## src/rtl/player_pkg.sv

```systemverilog
// Shared encodings for the audio-player control block: player state codes
// and the button bit positions used by both the board keys and the IR strobes.
package player_pkg;

    localparam logic [1:0] ST_IDLE    = 2'b00;
    localparam logic [1:0] ST_PLAYING = 2'b01;
    localparam logic [1:0] ST_PAUSED  = 2'b10;

    localparam logic [1:0] BT_MUTE = 2'd0;
    localparam logic [1:0] BT_PLAY = 2'd1;
    localparam logic [1:0] BT_NEXT = 2'd2;
    localparam logic [1:0] BT_RST  = 2'd3;

    localparam int unsigned NUM_BT = 4;

endpackage

```

## src/rtl/player_ctrl_key_debounce.sv

```systemverilog
// One board key: 2-flop synchronizer, stability counter, debounced level
// (1 = pressed) and a one-cycle strobe on the released-to-pressed transition.
module key_debounce #(
    parameter int unsigned DEB_CYCLES = 1_000_000
) (
    input  logic i_clk,
    input  logic i_rst,
    input  logic i_key_n,
    output logic o_level,
    output logic o_press
);

    localparam int unsigned CNT_W = $clog2(DEB_CYCLES + 1);

    logic             r_sync1;
    logic             r_sync2;
    logic             r_level;
    logic             r_press;
    logic [CNT_W-1:0] r_cnt;
    logic             w_pressed;

    assign w_pressed = ~r_sync2;

    // Level flips only after DEB_CYCLES consecutive disagreeing samples.
    always_ff @(posedge i_clk or posedge i_rst) begin
        if (i_rst) begin
            r_sync1 <= 1'b1;
            r_sync2 <= 1'b1;
            r_level <= 1'b0;
            r_press <= 1'b0;
            r_cnt   <= '0;
        end else begin
            r_sync1 <= i_key_n;
            r_sync2 <= r_sync1;
            r_press <= 1'b0;
            if (w_pressed != r_level) begin
                if (r_cnt == CNT_W'(DEB_CYCLES - 1)) begin
                    r_level <= w_pressed;
                    r_press <= w_pressed;
                    r_cnt   <= '0;
                end else begin
                    r_cnt <= r_cnt + CNT_W'(1);
                end
            end else begin
                r_cnt <= '0;
            end
        end
    end

    assign o_level = r_level;
    assign o_press = r_press;

endmodule

```

## src/rtl/player_ctrl.sv

```systemverilog
// Audio-player control: merges debounced board keys and IR strobes into events
// driving play/pause state, mute, track index and a soft-reset strobe.
// Optional next-key auto-repeat is built when HOLD_REPEAT_EN is defined.
module player_ctrl #(
    parameter int unsigned DEB_CYCLES    = 1_000_000,
    parameter int unsigned NUM_TRACKS    = 4,
    parameter int unsigned TRACK_W       = 2,
    parameter int unsigned HOLD_CYCLES   = 25_000_000,
    parameter int unsigned REPEAT_CYCLES = 12_500_000
) (
    input  logic               clk,
    input  logic               rst,
    input  logic [3:0]         key_n,
    input  logic [3:0]         ir_bt_n,
    output logic [1:0]         state,
    output logic               mute,
    output logic [TRACK_W-1:0] track,
    output logic               track_pulse,
    output logic               soft_rst
);

    import player_pkg::*;

    if ((2 ** TRACK_W) < NUM_TRACKS) begin : g_bad_track_w
        $error("TRACK_W too narrow for NUM_TRACKS");
    end
    if (HOLD_CYCLES == 0 || REPEAT_CYCLES == 0) begin : g_bad_hold
        $error("HOLD_CYCLES and REPEAT_CYCLES must be nonzero");
    end

    logic [NUM_BT-1:0]  w_level;
    logic [NUM_BT-1:0]  w_press;
    logic [NUM_BT-1:0]  w_ir_ev;
    logic [NUM_BT-1:0]  w_ev;
    logic [NUM_BT-1:0]  r_ir_prev;
    logic               w_rep;
    logic               w_unused_level;

    logic [1:0]         r_state,  w_state_nxt;
    logic               r_mute,   w_mute_nxt;
    logic [TRACK_W-1:0] r_track,  w_track_nxt;
    logic               r_tp,     w_tp_nxt;
    logic               r_srst,   w_srst_nxt;

    for (genvar g = 0; g < NUM_BT; g++) begin : g_key
        key_debounce #(.DEB_CYCLES(DEB_CYCLES)) u_deb (
            .i_clk   (clk),
            .i_rst   (rst),
            .i_key_n (key_n[g]),
            .o_level (w_level[g]),
            .o_press (w_press[g])
        );
    end

    assign w_unused_level = ^w_level;

`ifdef HOLD_REPEAT_EN
    localparam int unsigned HOLD_MAX = (HOLD_CYCLES > REPEAT_CYCLES) ? HOLD_CYCLES : REPEAT_CYCLES;
    localparam int unsigned HOLD_W   = $clog2(HOLD_MAX + 1);

    logic [HOLD_W-1:0] r_hold_cnt;
    logic              r_repeating;

    // Counter holds cycles since the last next event while the key stays down.
    assign w_rep = w_level[BT_NEXT] & ~w_press[BT_NEXT] &
                   (r_repeating ? (r_hold_cnt == HOLD_W'(REPEAT_CYCLES))
                                : (r_hold_cnt == HOLD_W'(HOLD_CYCLES)));

    always_ff @(posedge clk or posedge rst) begin
        if (rst) begin
            r_hold_cnt  <= '0;
            r_repeating <= 1'b0;
        end else if (!w_level[BT_NEXT]) begin
            r_hold_cnt  <= '0;
            r_repeating <= 1'b0;
        end else if (w_press[BT_NEXT] || w_rep) begin
            r_hold_cnt  <= HOLD_W'(1);
            r_repeating <= w_rep;
        end else begin
            r_hold_cnt <= r_hold_cnt + HOLD_W'(1);
        end
    end
`else
    assign w_rep = 1'b0;
`endif

    // IR strobes are already synchronous: falling edge against last sample.
    always_ff @(posedge clk or posedge rst) begin
        if (rst) r_ir_prev <= '1;
        else     r_ir_prev <= ir_bt_n;
    end

    assign w_ir_ev = r_ir_prev & ~ir_bt_n;

    always_comb begin
        w_ev          = w_press | w_ir_ev;
        w_ev[BT_NEXT] = w_ev[BT_NEXT] | w_rep;
    end

    always_ff @(posedge clk or posedge rst) begin
        if (rst) begin
            r_state <= ST_IDLE;
            r_mute  <= 1'b0;
            r_track <= '0;
            r_tp    <= 1'b0;
            r_srst  <= 1'b0;
        end else begin
            r_state <= w_state_nxt;
            r_mute  <= w_mute_nxt;
            r_track <= w_track_nxt;
            r_tp    <= w_tp_nxt;
            r_srst  <= w_srst_nxt;
        end
    end

    // Reset event wins outright; otherwise mute, play and next all apply.
    always_comb begin
        w_state_nxt = r_state;
        w_mute_nxt  = r_mute;
        w_track_nxt = r_track;
        w_tp_nxt    = 1'b0;
        w_srst_nxt  = 1'b0;
        if (w_ev[BT_RST]) begin
            w_state_nxt = ST_IDLE;
            w_mute_nxt  = 1'b0;
            w_track_nxt = '0;
            w_tp_nxt    = (r_track != '0);
            w_srst_nxt  = 1'b1;
        end else begin
            if (w_ev[BT_MUTE]) w_mute_nxt = ~r_mute;
            case (r_state)
                ST_IDLE:    if (w_ev[BT_PLAY]) w_state_nxt = ST_PLAYING;
                ST_PLAYING: if (w_ev[BT_PLAY]) w_state_nxt = ST_PAUSED;
                ST_PAUSED:  if (w_ev[BT_PLAY]) w_state_nxt = ST_PLAYING;
                default:    w_state_nxt = ST_IDLE;
            endcase
            if (w_ev[BT_NEXT]) begin
                w_track_nxt = (r_track == TRACK_W'(NUM_TRACKS - 1)) ? '0 : r_track + TRACK_W'(1);
                w_tp_nxt    = 1'b1;
            end
        end
    end

    assign state       = r_state;
    assign mute        = r_mute;
    assign track       = r_track;
    assign track_pulse = r_tp;
    assign soft_rst    = r_srst;

endmodule

```

## config.mk

```make
export PLATFORM = sky130hd
export DESIGN_NAME = player_ctrl
export DESIGN_NICKNAME = d
export VERILOG_FILES = /design/src/rtl/player_pkg.sv /design/src/rtl/player_ctrl_key_debounce.sv /design/src/rtl/player_ctrl.sv
export SDC_FILE = /design/constraint.sdc
export NUM_CORES = 1
export LEC_CHECK = 0
export ABC_AREA = 0
export CAP_MARGIN = 20
export CORE_MARGIN = 8
export CORE_UTILIZATION = 40
export CTS_CLUSTER_DIAMETER = 60
export DETAILED_ROUTE_END_ITERATION = 7
export GPL_TIMING_DRIVEN = 1
export PLACE_DENSITY = 0.58
export SETUP_SLACK_MARGIN = 0.3
export SLEW_MARGIN = 0
export SYNTH_ARGS = -nofsm -noshare
export SYNTH_HDL_FRONTEND = slang
export SYNTH_HIERARCHICAL = 1
export SYNTH_SLANG_ARGS = --single-unit
```

## constraint.sdc

```tcl
create_clock -name clk -period 1.7 [get_ports clk]
set_clock_uncertainty 0.1 [all_clocks]
set_input_delay 0.34 -clock clk [delete_from_list [all_inputs] [get_ports clk]]
set_output_delay 0.34 -clock clk [all_outputs]
set_load 0.02 [all_outputs]
```

## Word-level counts from Yosys, hierarchy flattened

Cells that the tools add are included.

- Register bits after elaboration: 107
- Latch bits: 0
- RAM bits: 0
- Bits in read-only memories: 0
- Input port bits: 10
- Output and inout port bits: 7
- Logic and storage cells: 90
- Memories: 0

- Add/subtract/negate cells: 5
- Multipliers: 0
- Div/mod/pow operators: 0
- Magnitude comparators: 0
- Eq/ne operators: 13
- Shift-type cells: 0
- Muxes and demuxes: 28
- Bitwise logic cells: 8
- Reductions and logical operators: 10

Operators by type and width:

| kind | number |
|---|---|
| two-way mux 20 bit | 8 |
| adder 20 x 1 -> 20 bit (second input constant) | 4 |
| == test 20 bit (second input constant) | 4 |
| two-way mux 1 bit | 13 |
| two-way mux 2 bit | 6 |
| AND reduction 2 bit | 5 |
| nonzero test 2 bit | 3 |
| NOT 1 bit | 5 |
| bitwise AND 4 bit | 1 |
| == test 2 bit (second input constant) | 2 |
| inequality test 1 bit | 4 |
| NOT 4 bit | 1 |
| OR 4 bit | 1 |
| case mux 2 bit (2 select lines) | 1 |
| inequality test 3 x 1 -> 1 bit (second input constant) | 1 |
| inequality test 3 bit (second input constant) | 1 |
| adder 2 x 1 -> 2 bit (second input constant) | 1 |
| == test 2 x 1 -> 1 bit (second input constant) | 1 |
| logical NOT 2 bit | 1 |
| OR reduction 2 bit | 1 |

## Depth between registers and ports, before layout

Gate-level depths: netlist of the first run.

- Depth after elaboration: 6
- Depth in mapped cells: 6
- Mapped depth without buffers: 5

## Cells and area by module

The synthesis of the first run kept the hierarchy.

By module, submodules not included:

| module | times used | cells each | area each (um2) | sequential area each (um2) |
|---|---|---|---|---|
| key_debounce at g_key[0].u_deb ... | 3 | 113 | 1,158.6 | 603.1 |
| key_debounce at g_key[1].u_deb | 1 | 113 | 1,133.6 | 603.1 |
| player_ctrl | 1 | 41 | 473.0 | 280.3 |

## Worst setup path after synthesis of the first run

Ideal clock, no wire load.

- Kind: register -> register
- Start: register g_key[1].u_deb.r_cnt[8]
- End: register g_key[1].u_deb.r_cnt[17]
- Library setup time: 0.078 ns
- Arrival time: 1.649 ns
- Required time: 1.522 ns
- Path slack: -0.127 ns
- Cell stages (with the launch flop): 6
- Buffers on the path: 1
- Period minus slack after synthesis: 1.827 ns
- Cells stage by stage: dfrtp_1 -> nand4_2 -> or3_1 -> buf_2 -> or4_1 -> a21oi_1

- Word-level cells in the longest chain between the ends: 3
- Elaborated cells on any way between the ends: 4
- Those cells by class: add/sub: 1; eq/ne: 1; mux: 2

RTL lines:

| element | line | text |
|---|---|---|
| start: declaration | player_ctrl_key_debounce.sv:19 | `logic [CNT_W-1:0] r_cnt;` |
| start signal: assignment | player_ctrl_key_debounce.sv:42 | `r_cnt <= r_cnt + CNT_W'(1);` |
| adder 20 x 1 -> 20 bit / == test 20 bit (equally long branches) | player_ctrl_key_debounce.sv:42, player_ctrl_key_debounce.sv:37 |  |
| two-way mux 20 bit (*) | player_ctrl_key_debounce.sv:37 | `if (r_cnt == CNT_W'(DEB_CYCLES - 1)) begin` |
| two-way mux 20 bit (*) | player_ctrl_key_debounce.sv:36 | `if (w_pressed != r_level) begin` |

Every way passes the cells marked *; elsewhere a longest branch is shown, timed or not.
A chain may end at the register's enable or synchronous reset.

## Final worst setup path of the first run

- Start: register g_key[1].u_deb.r_cnt[9]
- End: register g_key[1].u_deb.r_cnt[18]

Same word-level chain as after synthesis.

==> impl_metrics.tcl, run 1 <==
set metrics [dict create \
    status "complete, but fails checks" \
    violations "setup timing" \
    grtUsageTotal_pct 16.15 \
    period_needed_ns 1.729 \
    grt_pass1_wl_um 21320 \
    final_cell_mix "buf_4, dfrtp_1, nor2_4" \
    p_seq_share_pct 49.7 \
    num_vias 4257 \
    initialDrtViolationCount 240 \
    cts_max_path_buffers 2 \
    max_freq_mhz 578.3 \
    start_util_pct 40.60 \
    final_max_slew_viol_count 0 \
    dp_hpwl_um 7509 \
    port_buffers 16 \
    setup_viol 10 \
    worst_setup_path_start_kind "register" \
    synth_top_cell_area_share_pct 46.77 \
    grt_pass1_vias 4308 \
    leakage_nw 3.313 \
    cts_tree "done" \
    cap_violations 0 \
    top_level_ports 17 \
    ir_drop_mv 0.7574 \
    die_h_um 128.7 \
    crit_fanout 6 \
    cp-end-kind "register" \
    cp.arrival_ns 1.91 \
    nNetsFinal 660 \
    switching_share_pct 24.24 \
    syn-instance-count 493 \
    syn_nets 509 \
    ant_nets 0 \
    clkTransAtPathRegs_ns 0.07 \
    grt_max_degree 25 \
    power_w 0.005370 \
    switching_power_w 0.001302 \
    finalCritPeriodShare_pct 101.7 \
    totalWireLength_um 13060 \
    finalSetupTns_ns -0.09822 \
    postCtsHoldBufs 0 \
    min_path_type "in2async" \
    seq_area_frac_synth_pct 52.98 \
    worst_slew_pin_slew_ns 0.4323 \
    die-area_um2 16570 \
    power_density_nw_per_um2 675.9 \
    drive_gt1_share_pct 52.39 \
    post-place-ws_ns -0.05436 \
    syn-mean-instance-area_um2 10.31 \
    cts_root_buf "clkbuf_16" \
    drtPass1Iterations 4 \
    gp_congestion 0.8250 \
    clkLatencyLatePin_ns 0.35 \
    cts_num_sinks 107 \
    hold_viol_final 0 \
    worstPathRequired_ns 1.88 \
    coreArea_um2 12520 \
    criticalPathCategory "reg2reg" \
    areaGrowthSynthToFinish_pct 56.33 \
    utilization_pct 63.47 \
    synth_top_area_cell "dfrtp_1" \
    grt_remaining_overflow 0 \
    numCtsBuffers 9 \
    die_w_um 128.7 \
    mostFrequentLayoutCell "buf_4" \
    htree_levels 3 \
    wl_per_cell_um 15.90 \
    slew_headroom_pct 70.93 \
    synth_edf_count 0 \
    ys_types 40 \
    antenna_found_initial 0 \
    ys_async_sr_fraction_pct 100.0 \
    combinationalPowerShare_pct 9.6 \
    synth_area_leaders "dfrtp_1, dfstp_2, xnor2_1, nor2_1, xor2_1" \
    clkPwrFrac_pct 40.8 \
    dp.cells 731 \
    power.internal_w 0.004069 \
    n_antenna_cell 0 \
    grt_setup_unrepaired "true" \
    finalNonFillerCells 821 \
    drcViolationCount 0 \
    syn_area_um2 5082 \
    vias_per_cell 5.185 \
    ys_warn_count 6 \
    setup_slack_ns -0.02915 \
    num_rows 41 \
    ys_seq_elements 107 \
    synthFlopType "dfrtp_1" \
]
area by class of cell:
cell class	instances	area (um2)
clock buffers	10	239.0
clock inverters	6	70.07
well taps	172	215.2
repair buffers	150	1488
multi-input cells	351	3131
flip-flops and latches	107	2709
fillers	967	4572
inverters	25	93.84
worst max-delay path, stage by stage, from the launching register on:
cell and delay (ns):
dfrtp_1 0.37, nand4_2 0.12, or3_4 0.41, or4_4 0.50
a21oi_2 0.16
worst paths after layout:
check	from	to	slack, ns	cells past startpoint
setup reg to reg	g_key[1].u_deb/r_cnt[9]$_DFF_PP0_	g_key[1].u_deb/r_cnt[18]$_DFF_PP0_	-0.03	4
setup / recovery	g_key[1].u_deb/r_cnt[9]$_DFF_PP0_	g_key[1].u_deb/r_cnt[18]$_DFF_PP0_	-0.03	4
max in group asynchronous	rst	g_key[3].u_deb/r_sync1$_DFF_PP1_	0.85	3
min in group clk	g_key[1].u_deb/r_sync1$_DFF_PP1_	g_key[1].u_deb/r_sync2$_DFF_PP1_	0.26	0
hold reg to reg	g_key[1].u_deb/r_sync1$_DFF_PP1_	g_key[1].u_deb/r_sync2$_DFF_PP1_	0.26	0
hold / removal	rst	track[0]$_DFFE_PP0P_	0.19	2
state kept, by name (all words and copies together) (netlist names), 2 cells and up:
| name | count |
|---|---|
| g_key.u_deb/r_cnt | 80 |
| g_key.u_deb/o_level | 4 |
| g_key.u_deb/o_press | 4 |
| g_key.u_deb/r_sync1 | 4 |
| g_key.u_deb/r_sync2 | 4 |
| r_ir_prev | 4 |
| state | 2 |
| track | 2 |
metrics by stage:
step	hold WS, ns	area (um2)
floorplan	0.08958	5301
global placement	0.2461	6121
detailed placement	0.2472	6121
CTS	0.1818	7535
global route	0.1948	7945
finish	0.1916	7945
synthesized netlist by cell type, drive strengths merged, types with 9 or more instances:
cell    number
nand4       12
nor3        21
clkbuf       9
o31ai       13
or4         13
and4        12
dfstp       12
nor2        72
dfrtp       95
xnor2       31
xor2        27
inv         25
a21oi       22
nand3       31
nor4        11
nand2       31
logic make-up after synthesis:
kind of cell,share of synthesized area (%)
and+or+nand+nor,25.73
DFF,52.98
xor gates and xnor gates,9.995
AOI/OAI and AO/OA,6.229
buffers and inverters,2.609
adders and majority gates,1.477
muxes,0.9848
power groups by stage:
stage / registers (W) / logic (W) / clock network [W]
finish: 0.00267 / 0.000514 / 0.00219
global route: 0.00267 / 0.000564 / 0.00236
floorplan: 0.00272 / 0.000174 / 0
detailed placement: 0.00271 / 0.000350 / 0
global placement: 0.00271 / 0.000343 / 0
CTS: 0.00267 / 0.000507 / 0.00225
layer usage:
metal  global-route usage (%)  vias to the layer above  part of all wire, %
met5                        0                        -                    0
met2                    27.43                       56                   52
li1                         -                     2029                    -
met3                    4.386                       19                  2.9
met1                    19.69                     2153                   43
met4                    4.630                        0                  1.4
repair_timing:
item                       in CTS  in global routing
hold endpoints to repair        0                  0
setup endpoints to repair      95                 91
resized for setup             176                 62
pin swaps                      27                 25
buffers inserted               51                 18
cloned                          5                  0
Note: power is estimated with default switching activity, not from simulation.
==> run 2: changes to the inputs <==
--- a/config.mk
+++ b/config.mk
@@ -13,9 +13,9 @@
 export DETAILED_ROUTE_END_ITERATION = 7
 export GPL_TIMING_DRIVEN = 1
 export PLACE_DENSITY = 0.58
+export REMOVE_ABC_BUFFERS = 1
 export SETUP_SLACK_MARGIN = 0.3
 export SLEW_MARGIN = 0
 export SYNTH_ARGS = -nofsm -noshare
 export SYNTH_HDL_FRONTEND = slang
-export SYNTH_HIERARCHICAL = 1
 export SYNTH_SLANG_ARGS = --single-unit
==> run 2 against run 1 <==
Largest cell class unchanged. The run still ends with setup timing left. Total power down 3.6%. Combinational power is 9.9% lower. Sequential share of layout area rose by 2.4 points. Non-clock buffer count decreased by 13. Design area shrank 6.9%. Critical endpoint is now g_key[0].u_deb.r_cnt[7]$_DFF_PP0_.
==> impl_metrics.tcl, run 2 <==
set metrics [dict create \
    synth_edf_count 0 \
    syn_area_um2 5031 \
    mostFrequentLayoutCell "buf_4" \
    num_vias 4255 \
    cp-end-kind "register" \
    top_level_ports 17 \
    period_needed_ns 1.932 \
    status "complete, but fails checks" \
    grtUsageTotal_pct 14.39 \
    n_antenna_cell 0 \
    cp.arrival_ns 2.06 \
    ys_seq_elements 107 \
    grt_pass1_wl_um 19580 \
    cts_root_buf "clkbuf_16" \
    synth_top_cell_area_share_pct 47.25 \
    combinationalPowerShare_pct 8.9 \
    slew_headroom_pct 70.06 \
    ir_drop_mv 0.5262 \
    drive_gt1_share_pct 47.33 \
    numCtsBuffers 9 \
    grt_pass1_vias 4374 \
    initialDrtViolationCount 159 \
    max_freq_mhz 517.7 \
    ant_nets 0 \
    switching_power_w 0.001203 \
    cts_tree "done" \
    grt_max_degree 27 \
    start_util_pct 40.36 \
    drtPass1Iterations 4 \
    final_max_slew_viol_count 0 \
    crit_fanout 5 \
    totalWireLength_um 12120 \
    postCtsHoldBufs 0 \
    die-area_um2 16420 \
    num_rows 41 \
    fill_cells 1002 \
    die_h_um 128.2 \
    syn-instance-count 492 \
    min_path_type "in2async" \
    synth_top_area_cell "dfrtp_1" \
    clkPwrFrac_pct 39.4 \
    top_register "g_key.u_deb.r_cnt" \
    setup_slack_ns -0.2316 \
    leakage_nw 2.976 \
    power_w 0.005177 \
    clkTransAtPathRegs_ns 0.07 \
    criticalPathCategory "reg2reg" \
    finalCritPeriodShare_pct 113.6 \
    vias_per_cell 5.266 \
    grt_setup_unrepaired "true" \
    utilization_pct 59.33 \
    wl_per_cell_um 15.00 \
    cts_max_path_buffers 2 \
    largest_reg_flops 80 \
    synthFlopType "dfrtp_1" \
    multi_input_area_um2 2924 \
    die_w_um 128.2 \
    setup_viol 74 \
    final-seq-area_um2 2696 \
    violations "setup timing" \
    worst_setup_path_start_kind "register" \
    port_buffers 16 \
    htree_levels 3 \
    clkLatencyLatePin_ns 0.34 \
    ys_warn_count 0 \
    dp_hpwl_um 7464 \
    antenna_found_initial 0 \
    switching_share_pct 23.25 \
    p_seq_share_pct 51.6 \
    synth_area_leaders "dfrtp_1, dfstp_2, xnor2_1, nor2_1, xor2_1" \
    areaGrowthSynthToFinish_pct 47.00 \
    grt_remaining_overflow 0 \
    seq_area_frac_synth_pct 53.52 \
    hold_viol_final 0 \
    power.internal_w 0.003973 \
    syn-mean-instance-area_um2 10.23 \
    synth_most_common_cell "dfrtp_1" \
    ys_async_sr_fraction_pct 100.0 \
    power_density_nw_per_um2 699.9 \
    nNetsFinal 647 \
    cts_num_sinks 107 \
    final_cell_mix "buf_4, dfrtp_1, xnor2_1" \
    worstPathRequired_ns 1.83 \
    synth_common_cells "dfrtp_1, nor2_1, xnor2_1" \
    gp_congestion 0.8022 \
    cap_violations 0 \
    worst_slew_pin_slew_ns 0.4491 \
    drcViolationCount 0 \
    ys_types 46 \
    coreArea_um2 12470 \
]
-- run 2: cell count changes after synthesis, moves of 5 or more --
| cell | delta |
|---|---|
| a21oi_1 | +5 |
| and3_1 | +7 |
| nand2_1 | -5 |
| nand4_1 | +13 |
| nor2_1 | -9 |
| nor3_1 | -8 |
| o21ai_0 | +10 |
| or3_1 | +6 |
| xor2_1 | -6 |
-- run 2: final timing paths --
check                                                  start                           endpoint  slack [ns]  cells after the start
max in group asynchronous                                rst   g_key[3].u_deb.r_sync2$_DFF_PP1_        0.76                      3
max                        g_key[0].u_deb.r_cnt[7]$_DFF_PP0_  g_key[0].u_deb.r_cnt[7]$_DFF_PP0_       -0.23                      6
min reg2reg                 g_key[1].u_deb.r_sync1$_DFF_PP1_   g_key[1].u_deb.r_sync2$_DFF_PP1_        0.26                      0
max reg2reg                g_key[0].u_deb.r_cnt[7]$_DFF_PP0_  g_key[0].u_deb.r_cnt[7]$_DFF_PP0_       -0.23                      6
min in group clk            g_key[1].u_deb.r_sync1$_DFF_PP1_   g_key[1].u_deb.r_sync2$_DFF_PP1_        0.26                      0
min                                                      rst  g_key[1].u_deb.r_cnt[9]$_DFF_PP0_        0.22                      2
-- run 2: metal layers --
layer | part of all wire [%] | GRT usage (%) | up-vias
met5 | 0 | 0 | -
met3 | 2.2 | 2.413 | 16
met4 | 1.6 | 5.105 | 0
li1 | - | - | 2033
met1 | 44 | 17.04 | 2164
met2 | 52 | 25.67 | 42
-- run 2: worst max-delay path, stage by stage (launching register included) --
cell	delay [ns]
dfrtp_1	0.41
buf_4	0.15
or4b_4	0.58
o31ai_4	0.22
buf_6	0.16
clkbuf_16	0.16
nor2_4	0.03
-- run 2: logic make-up after synthesis --
| kind of cell | count (synthesis) | share of synthesized area (%) |
|---|---|---|
| and+or+nand+nor | 229 | 24.75 |
| AOI/OAI and AO/OA | 59 | 7.212 |
| muxes | 6 | 1.219 |
| xor gates and xnor gates | 54 | 9.401 |
| buffers and inverters | 31 | 2.412 |
| adders and majority gates | 6 | 1.492 |
| DFF | 107 | 53.52 |
-- run 2: repair_timing --
item / in CTS / in global routing
pin swaps: 57 / 41
cloned: 1 / 6
endpoints found under the setup margin: 95 / 91
resized for setup: 102 / 122
setup buffers: 17 / 10
-- run 2: power groups by stage --
stage / sequential (W) / combinational, W / clock [W]
after CTS: 0.00266 / 0.000388 / 0.00209
after global routing: 0.00268 / 0.000511 / 0.00219
after detailed placement: 0.00271 / 0.000368 / 0
final: 0.00267 / 0.000463 / 0.00204
after global placement: 0.00271 / 0.000358 / 0
after floorplan: 0.00274 / 0.000147 / 0
-- run 2: final cells by class --
| cell class | instances | share of cell area [%] |
|---|---|---|
| clock buffer | 11 | 3.147 |
| clock inverter | 5 | 0.7275 |
| inverter | 21 | 1.100 |
| multi-input combinational | 355 | 39.54 |
| sequential | 107 | 36.46 |
| tap | 172 | 2.910 |
| timing repair buffer | 137 | 16.12 |
-- run 2: per-stage QoR --
step | TNS, ns | instances | hold WS (ns) | cell area [um2] | setup slack (ns)
finish | -7.364 | 808 | 0.2202 | 7396 | -0.2316
global route | -12.17 | 808 | 0.2608 | 7396 | -0.2853
CTS | -1.264 | 792 | 0.2277 | 6758 | -0.2141
detailed placement | -4.764 | 758 | 0.2472 | 6077 | -0.2223
global placement | -3.407 | 758 | 0.2463 | 6077 | -0.1796
floorplan | -170.72 | 482 | 0.2445 | 4989 | -1.537
